File: src/rtl/riio_gpo_ctrl.sv
`timescale 1ns/1ps
`default_nettype none
// ============================================================================
// Module   : riio_gpo_ctrl
// Brief    : Sequencing controller for a general-purpose output pad cell.
//            Applies drive/slew/compensation/open-drain settings only while
//            the output enable is low, waits for IO-ring bias when a non-zero
//            drive strength is requested, lets the pad settle, then enables it.
// Revision : 1.0 - initial release
// ============================================================================
module riio_gpo_ctrl #(
  parameter int unsigned SETTLE_CYC  = 4,
  parameter int unsigned BIAS_TMO    = 255,
  parameter int unsigned SYNC_STAGES = 2
) (
  input  logic       CLK_I,
  input  logic       RSTN_I,
  input  logic       EN_I,
  input  logic       DATA_I,
  input  logic [1:0] DS_REQ_I,
  input  logic       SR_REQ_I,
  input  logic       CO_REQ_I,
  input  logic [1:0] OD_MODE_I,
  input  logic       VBIAS_OK_I,
  input  logic       ERR_CLR_I,
  output logic       DO_O,
  output logic [1:0] DS_O,
  output logic       SR_O,
  output logic       CO_O,
  output logic       OE_O,
  output logic       ODP_O,
  output logic       ODN_O,
  output logic       READY_O,
  output logic       ERR_O
);

  localparam logic [15:0] SETTLE_LD = 16'(SETTLE_CYC);
  localparam logic [15:0] TMO_LAST  = 16'(BIAS_TMO - 1);

  typedef enum logic [2:0] {
    S_OFF       = 3'd0,
    S_CFG       = 3'd1,
    S_WAIT_BIAS = 3'd2,
    S_SETTLE    = 3'd3,
    S_ON        = 3'd4,
    S_DRAIN     = 3'd5
  } state_e;

  state_e                   state_q;
  logic [15:0]              cnt_q;
  logic [SYNC_STAGES-1:0]   sync_q;
  logic                     vbias_sync;

  // Shadow copy of the configuration currently applied to the pad
  logic [1:0] ds_shadow_q;
  logic       sr_shadow_q;
  logic       co_shadow_q;
  logic [1:0] od_shadow_q;

  // Registered pad controls
  logic       do_q;
  logic [1:0] ds_q;
  logic       sr_q;
  logic       co_q;
  logic       oe_q;
  logic       odp_q;
  logic       odn_q;
  logic       ready_q;
  logic       err_q;

  // Decoded conditions
  logic cfg_diff;
  logic bias_fault_on;
  logic tmo_hit;
  logic err_set;
  logic err_d;

  assign vbias_sync = sync_q[SYNC_STAGES-1];

  // Bring the asynchronous bias-good indication into the clock domain
  always_ff @(posedge CLK_I or negedge RSTN_I) begin
    if (!RSTN_I) begin
      sync_q <= '0;
    end else begin
      sync_q <= {sync_q[SYNC_STAGES-2:0], VBIAS_OK_I};
    end
  end

  // Exit/fault conditions and next value of the sticky error flag
  always_comb begin
    cfg_diff      = (DS_REQ_I  != ds_shadow_q) ||
                    (SR_REQ_I  != sr_shadow_q) ||
                    (CO_REQ_I  != co_shadow_q) ||
                    (OD_MODE_I != od_shadow_q);
    bias_fault_on = !vbias_sync && (ds_q != 2'b00);
    tmo_hit       = (cnt_q == TMO_LAST);
    err_set       = ((state_q == S_WAIT_BIAS) && EN_I && !vbias_sync && tmo_hit) ||
                    ((state_q == S_ON) && bias_fault_on);
    // A fault in the same cycle as a clear request keeps the flag set
    err_d         = err_set || (err_q && !ERR_CLR_I);
  end

  // Main sequencer; every pad control is a flop so OE only drops on reset or a clock
  always_ff @(posedge CLK_I or negedge RSTN_I) begin
    if (!RSTN_I) begin
      state_q     <= S_OFF;
      cnt_q       <= '0;
      ds_shadow_q <= '0;
      sr_shadow_q <= 1'b0;
      co_shadow_q <= 1'b0;
      od_shadow_q <= '0;
      do_q        <= 1'b0;
      ds_q        <= '0;
      sr_q        <= 1'b0;
      co_q        <= 1'b0;
      oe_q        <= 1'b0;
      odp_q       <= 1'b0;
      odn_q       <= 1'b0;
      ready_q     <= 1'b0;
      err_q       <= 1'b0;
    end else begin
      err_q <= err_d;
      case (state_q)
        S_OFF: begin
          oe_q    <= 1'b0;
          ready_q <= 1'b0;
          ds_q    <= 2'b00;
          cnt_q   <= '0;
          if (EN_I) begin
            state_q <= S_CFG;
          end
        end

        S_CFG: begin
          if (!EN_I) begin
            state_q <= S_OFF;
            ds_q    <= 2'b00;
            cnt_q   <= '0;
          end else begin
            ds_shadow_q <= DS_REQ_I;
            sr_shadow_q <= SR_REQ_I;
            co_shadow_q <= CO_REQ_I;
            od_shadow_q <= OD_MODE_I;
            ds_q        <= DS_REQ_I;
            sr_q        <= SR_REQ_I;
            co_q        <= CO_REQ_I;
            odp_q       <= (OD_MODE_I == 2'b01);
            odn_q       <= (OD_MODE_I == 2'b10);
            if ((DS_REQ_I != 2'b00) && !vbias_sync) begin
              state_q <= S_WAIT_BIAS;
              cnt_q   <= '0;
            end else begin
              state_q <= S_SETTLE;
              cnt_q   <= SETTLE_LD;
            end
          end
        end

        S_WAIT_BIAS: begin
          if (!EN_I) begin
            state_q <= S_OFF;
            ds_q    <= 2'b00;
            cnt_q   <= '0;
          end else if (vbias_sync) begin
            state_q <= S_SETTLE;
            cnt_q   <= SETTLE_LD;
          end else if (tmo_hit) begin
            // Bias never came: fall back to the weakest drive and flag it
            ds_q    <= 2'b00;
            state_q <= S_SETTLE;
            cnt_q   <= SETTLE_LD;
          end else begin
            cnt_q <= cnt_q + 16'd1;
          end
        end

        S_SETTLE: begin
          if (!EN_I) begin
            state_q <= S_OFF;
            ds_q    <= 2'b00;
            cnt_q   <= '0;
          end else if (cnt_q == 16'd0) begin
            state_q <= S_ON;
            oe_q    <= 1'b1;
            ready_q <= 1'b1;
          end else begin
            cnt_q <= cnt_q - 16'd1;
          end
        end

        S_ON: begin
          do_q <= DATA_I;
          if (!EN_I || cfg_diff || bias_fault_on) begin
            state_q <= S_DRAIN;
            oe_q    <= 1'b0;
            ready_q <= 1'b0;
          end
        end

        S_DRAIN: begin
          oe_q    <= 1'b0;
          ready_q <= 1'b0;
          if (EN_I) begin
            state_q <= S_CFG;
          end else begin
            state_q <= S_OFF;
            ds_q    <= 2'b00;
          end
        end

        default: begin
          state_q <= S_OFF;
          oe_q    <= 1'b0;
          ready_q <= 1'b0;
          ds_q    <= 2'b00;
          cnt_q   <= '0;
        end
      endcase
    end
  end

  assign DO_O    = do_q;
  assign DS_O    = ds_q;
  assign SR_O    = sr_q;
  assign CO_O    = co_q;
  assign OE_O    = oe_q;
  assign ODP_O   = odp_q;
  assign ODN_O   = odn_q;
  assign READY_O = ready_q;
  assign ERR_O   = err_q;

endmodule
`default_nettype wire

File: config.mk
export PLATFORM = sky130hd
export DESIGN_NAME = riio_gpo_ctrl
export DESIGN_NICKNAME = d
export VERILOG_FILES = /design/src/rtl/riio_gpo_ctrl.sv
export SDC_FILE = /design/constraint.sdc
export NUM_CORES = 1
export LEC_CHECK = 0
export CORE_ASPECT_RATIO = 0.75
export CORE_MARGIN = 4
export CORE_UTILIZATION = 55
export CTS_CLUSTER_DIAMETER = 120
export DETAILED_ROUTE_END_ITERATION = 8
export GPL_TIMING_DRIVEN = 0
export PLACE_DENSITY = 0.74
export RECOVER_POWER = 50
export SLEW_MARGIN = 10
export SYNTH_ARGS = -nofsm -noshare
export SYNTH_HDL_FRONTEND = slang
export SYNTH_SLANG_ARGS = --single-unit
export TNS_END_PERCENT = 100
File: constraint.sdc
create_clock -name CLK_I -period 5.4 [get_ports CLK_I]
set_clock_uncertainty 0.1 [all_clocks]
set_input_delay 1.35 -clock CLK_I [delete_from_list [all_inputs] [get_ports CLK_I]]
set_output_delay 1.35 -clock CLK_I [all_outputs]
set_load 0.01 [all_outputs]
==> results_dict.tcl <==
set metrics [dict create \
    use_met1 0.369 \
    powerDensity_mw_per_mm2 539 \
    syn-cell-area_sq_mm 0.00225 \
    core_area_sq_mm 0.00380 \
    final.fill_count 311 \
    grt_pass1_vias 1855 \
    nets 298 \
    finalSetupTns_ps 0 \
    yosysTopAreaCellShare 0.378 \
    postRouteAntennaNets 0 \
    via_per_inst 6.17 \
    async_reset_ff_frac 1.00 \
    antenna_found_initial 0 \
    min_period_over_period 0.676 \
    synth_area_leader_cell "dfrtp_1" \
    routed_wl_mm 5.64 \
    wl_per_cell_um 16.8 \
    gr-usage-all-layers 0.234 \
    start_util 0.592 \
    maxCapViolCount 1 \
    rsz0062_at_grt "false" \
    arrival_ps 3760 \
    clk_pin_slew_worst_paths_ps 70 \
    hp-class "reg2reg" \
    synth_edf_count 0 \
    grt-ovfl-total 0 \
    ys_warn_count 0 \
    syn_inst 255 \
    required_ps 5510 \
    seq_area_frac_synth 0.378 \
    synth.distinct_cells 55 \
    drtIter0Drc 306 \
    syn_avg_cell_area_sq_um 8.83 \
    grt_pass1_wl_mm 9.27 \
    syn_to_final_growth_pct 16.2 \
    max-slew-margin-rel -0.239 \
    port_buffers 21 \
    cts_num_sinks 34 \
    slew_viol_final 35 \
    use_met3 0.0499 \
    drc_errors 0 \
    fin_crit_ps 3650 \
    syn-num-nets 270 \
    end_kind "flop" \
    synthFlopType "dfrtp_1" \
    die_h_um 63.4 \
    synth_area_leaders "dfrtp_1 38%, nand2_1 4.2%, mux2_2 4.0%, o21ai_0 3.8%, xor2_1 3.5%" \
    status "finished, violations left" \
    antennaDiodeCount 0 \
    vias 2072 \
    num_io_pins 22 \
    fmax_mhz 274 \
    die-area_sq_mm 0.00519 \
    postCtsResizedCells 0 \
    hold_buffers 0 \
    first_pass_iters 5 \
    fp-row-count 19 \
    insertion_delay_ps 290 \
    hold_viol 0 \
    grt_max_degree 35 \
    critPathLaunchType "input port" \
    post_cts_buffers 0 \
    clockBufferDepth 2 \
    setup_ws_ps 1750 \
    busiest_layer "met1" \
    synth_common_cells "34 x dfrtp_1, 25 x nand2_1, 17 x o21ai_0, 15 x nor2_1, 12 x a21oi_1" \
    clock-root-buffer "clkbuf_8" \
    place_hpwl_mm 4.04 \
    cts_made_buffers 5 \
    power.total_mw 1.41 \
    setup_violations 0 \
    cts_tree "done" \
    crit_type "in2reg" \
    drive_gt1_frac 0.120 \
    cts_max_level 2 \
    dp.cells 328 \
    power_leakage_nw 1.08 \
    violations "max-capacitance violations, max-slew violations" \
    fin_cells 336 \
    ys_seq_elements 34 \
    grt_use_met2 0.311 \
    die-width_um 81.9 \
    peakVddDrop_mv 0.299 \
    path_max_fanout 10 \
    pre_cts_ws_ps 1500 \
    worst_pin_slew_ps 1860 \
    place.gp.congestion 0.907 \
    yosysMostFrequentCell "dfrtp_1" \
]
[sequential cells by signal, indices dropped and copies added (netlist names)]
| signal | count |
|---|---|
| od_shadow_q | 2 |
| DS_O | 2 |
| DO_O | 1 |
| READY_O | 1 |
| sync_q | 2 |
| ODP_O | 1 |
| ERR_O | 1 |
| cnt_q | 16 |
| ODN_O | 1 |
| ds_shadow_q | 2 |
| SR_O | 1 |
| CO_O | 1 |
| state_q | 3 |
[report_power, final]
| part | internal, mW | total [mW] | leakage (nW) | switching, mW |
|---|---|---|---|---|
| Combinational | 0.348 | 0.814 | 0.588 | 0.466 |
| Clock | 0.102 | 0.201 | 0.0472 | 0.0986 |
| Sequential | 0.328 | 0.395 | 0.447 | 0.0670 |
| Total | 0.779 | 1.41 | 1.08 | 0.631 |
[layer usage]
| layer | wire length, um | share of wire | vias to the layer above |
|---|---|---|---|
| li1 | - | - | 980 |
| met1 | 2810 | 0.50 | 981 |
| met2 | 2260 | 0.40 | 96 |
| met3 | 473 | 0.084 | 15 |
| met4 | 97 | 0.017 | 0 |
| met5 | 0 | 0 | - |
[layout make-up]
| cell class | count | area [sq um] | area share |
|---|---|---|---|
| timing repair buffer | 21 | 204 | 0.0780 |
| sequential | 34 | 851 | 0.325 |
| tap | 52 | 65.1 | 0.0249 |
| inverter | 8 | 30.0 | 0.0115 |
| clock buffer | 6 | 82.6 | 0.0316 |
| multi-input combinational | 195 | 1260 | 0.480 |
| clock inverter | 2 | 12.5 | 0.00478 |
| buffer | 18 | 115 | 0.0440 |
[layout by cell type (no fill, tap or decap), drive strengths merged, types with 3 or more instances in the layout]
cell type / synthesis / routed
a21oi: 12 / 12
a22o: 5 / 5
a31oi: 4 / 4
and3: 5 / 5
buf: 9 / 9
clkbuf: 9 / 16
clkdlybuf4s50: 0 / 16
dfrtp: 34 / 34
dlygate4sd3: 0 / 4
ha: 3 / 3
inv: 8 / 8
mux2: 8 / 8
nand2: 25 / 25
nand2b: 4 / 4
nand3: 7 / 7
nand3b: 3 / 3
nand4: 5 / 5
nor2: 16 / 16
nor2b: 6 / 6
nor3: 6 / 6
nor4: 6 / 6
o21ai: 28 / 28
o22ai: 5 / 5
or3: 3 / 3
or4: 3 / 3
xnor2: 8 / 8
xor2: 9 / 9
[path summary, 6_finish.rpt]
check / start / end / slack, ps / cells after the start
max in group asynchronous: RSTN_I / cnt_q[13] / 2670 / 1
worst max register to register: cnt_q[0] / cnt_q[0] / 2590 / 9
worst min-delay path: sync_q[0] / sync_q[1] / 250 / 0
min in group asynchronous: RSTN_I / ODP_O / 1450 / 1
worst min register to register: sync_q[0] / sync_q[1] / 250 / 0
worst max-delay path: EN_I / cnt_q[13] / 1750 / 8
[worst max-delay path, cell delays in order]
cell and delay [ps]:
clkdlybuf4s50_1 560, nor2b_1 460, and3_1 280, clkbuf_1 440, a21oi_1 360, o21ai_0 170
nand2_1 60, o21ai_0 80
[kinds of logic after synthesis]
| logic type | after synthesis | synth area share |
|---|---|---|
| compound gates | 70 | 0.197 |
| xor+xnor | 17 | 0.0661 |
| fa+ha+maj | 3 | 0.0167 |
| buf+inv | 26 | 0.0644 |
| flops | 34 | 0.378 |
| mux | 8 | 0.0400 |
| simple gates | 97 | 0.238 |
[metrics by stage]
stage	area, sq um	util	hold WS (ps)
floorplan	2250	-	231
global placement	2530	0.664	233
detailed placement	2520	0.663	239
CTS	2620	0.688	255
global route	2620	0.688	273
finish	2620	0.688	253
(Power assumes the default switching activity.)
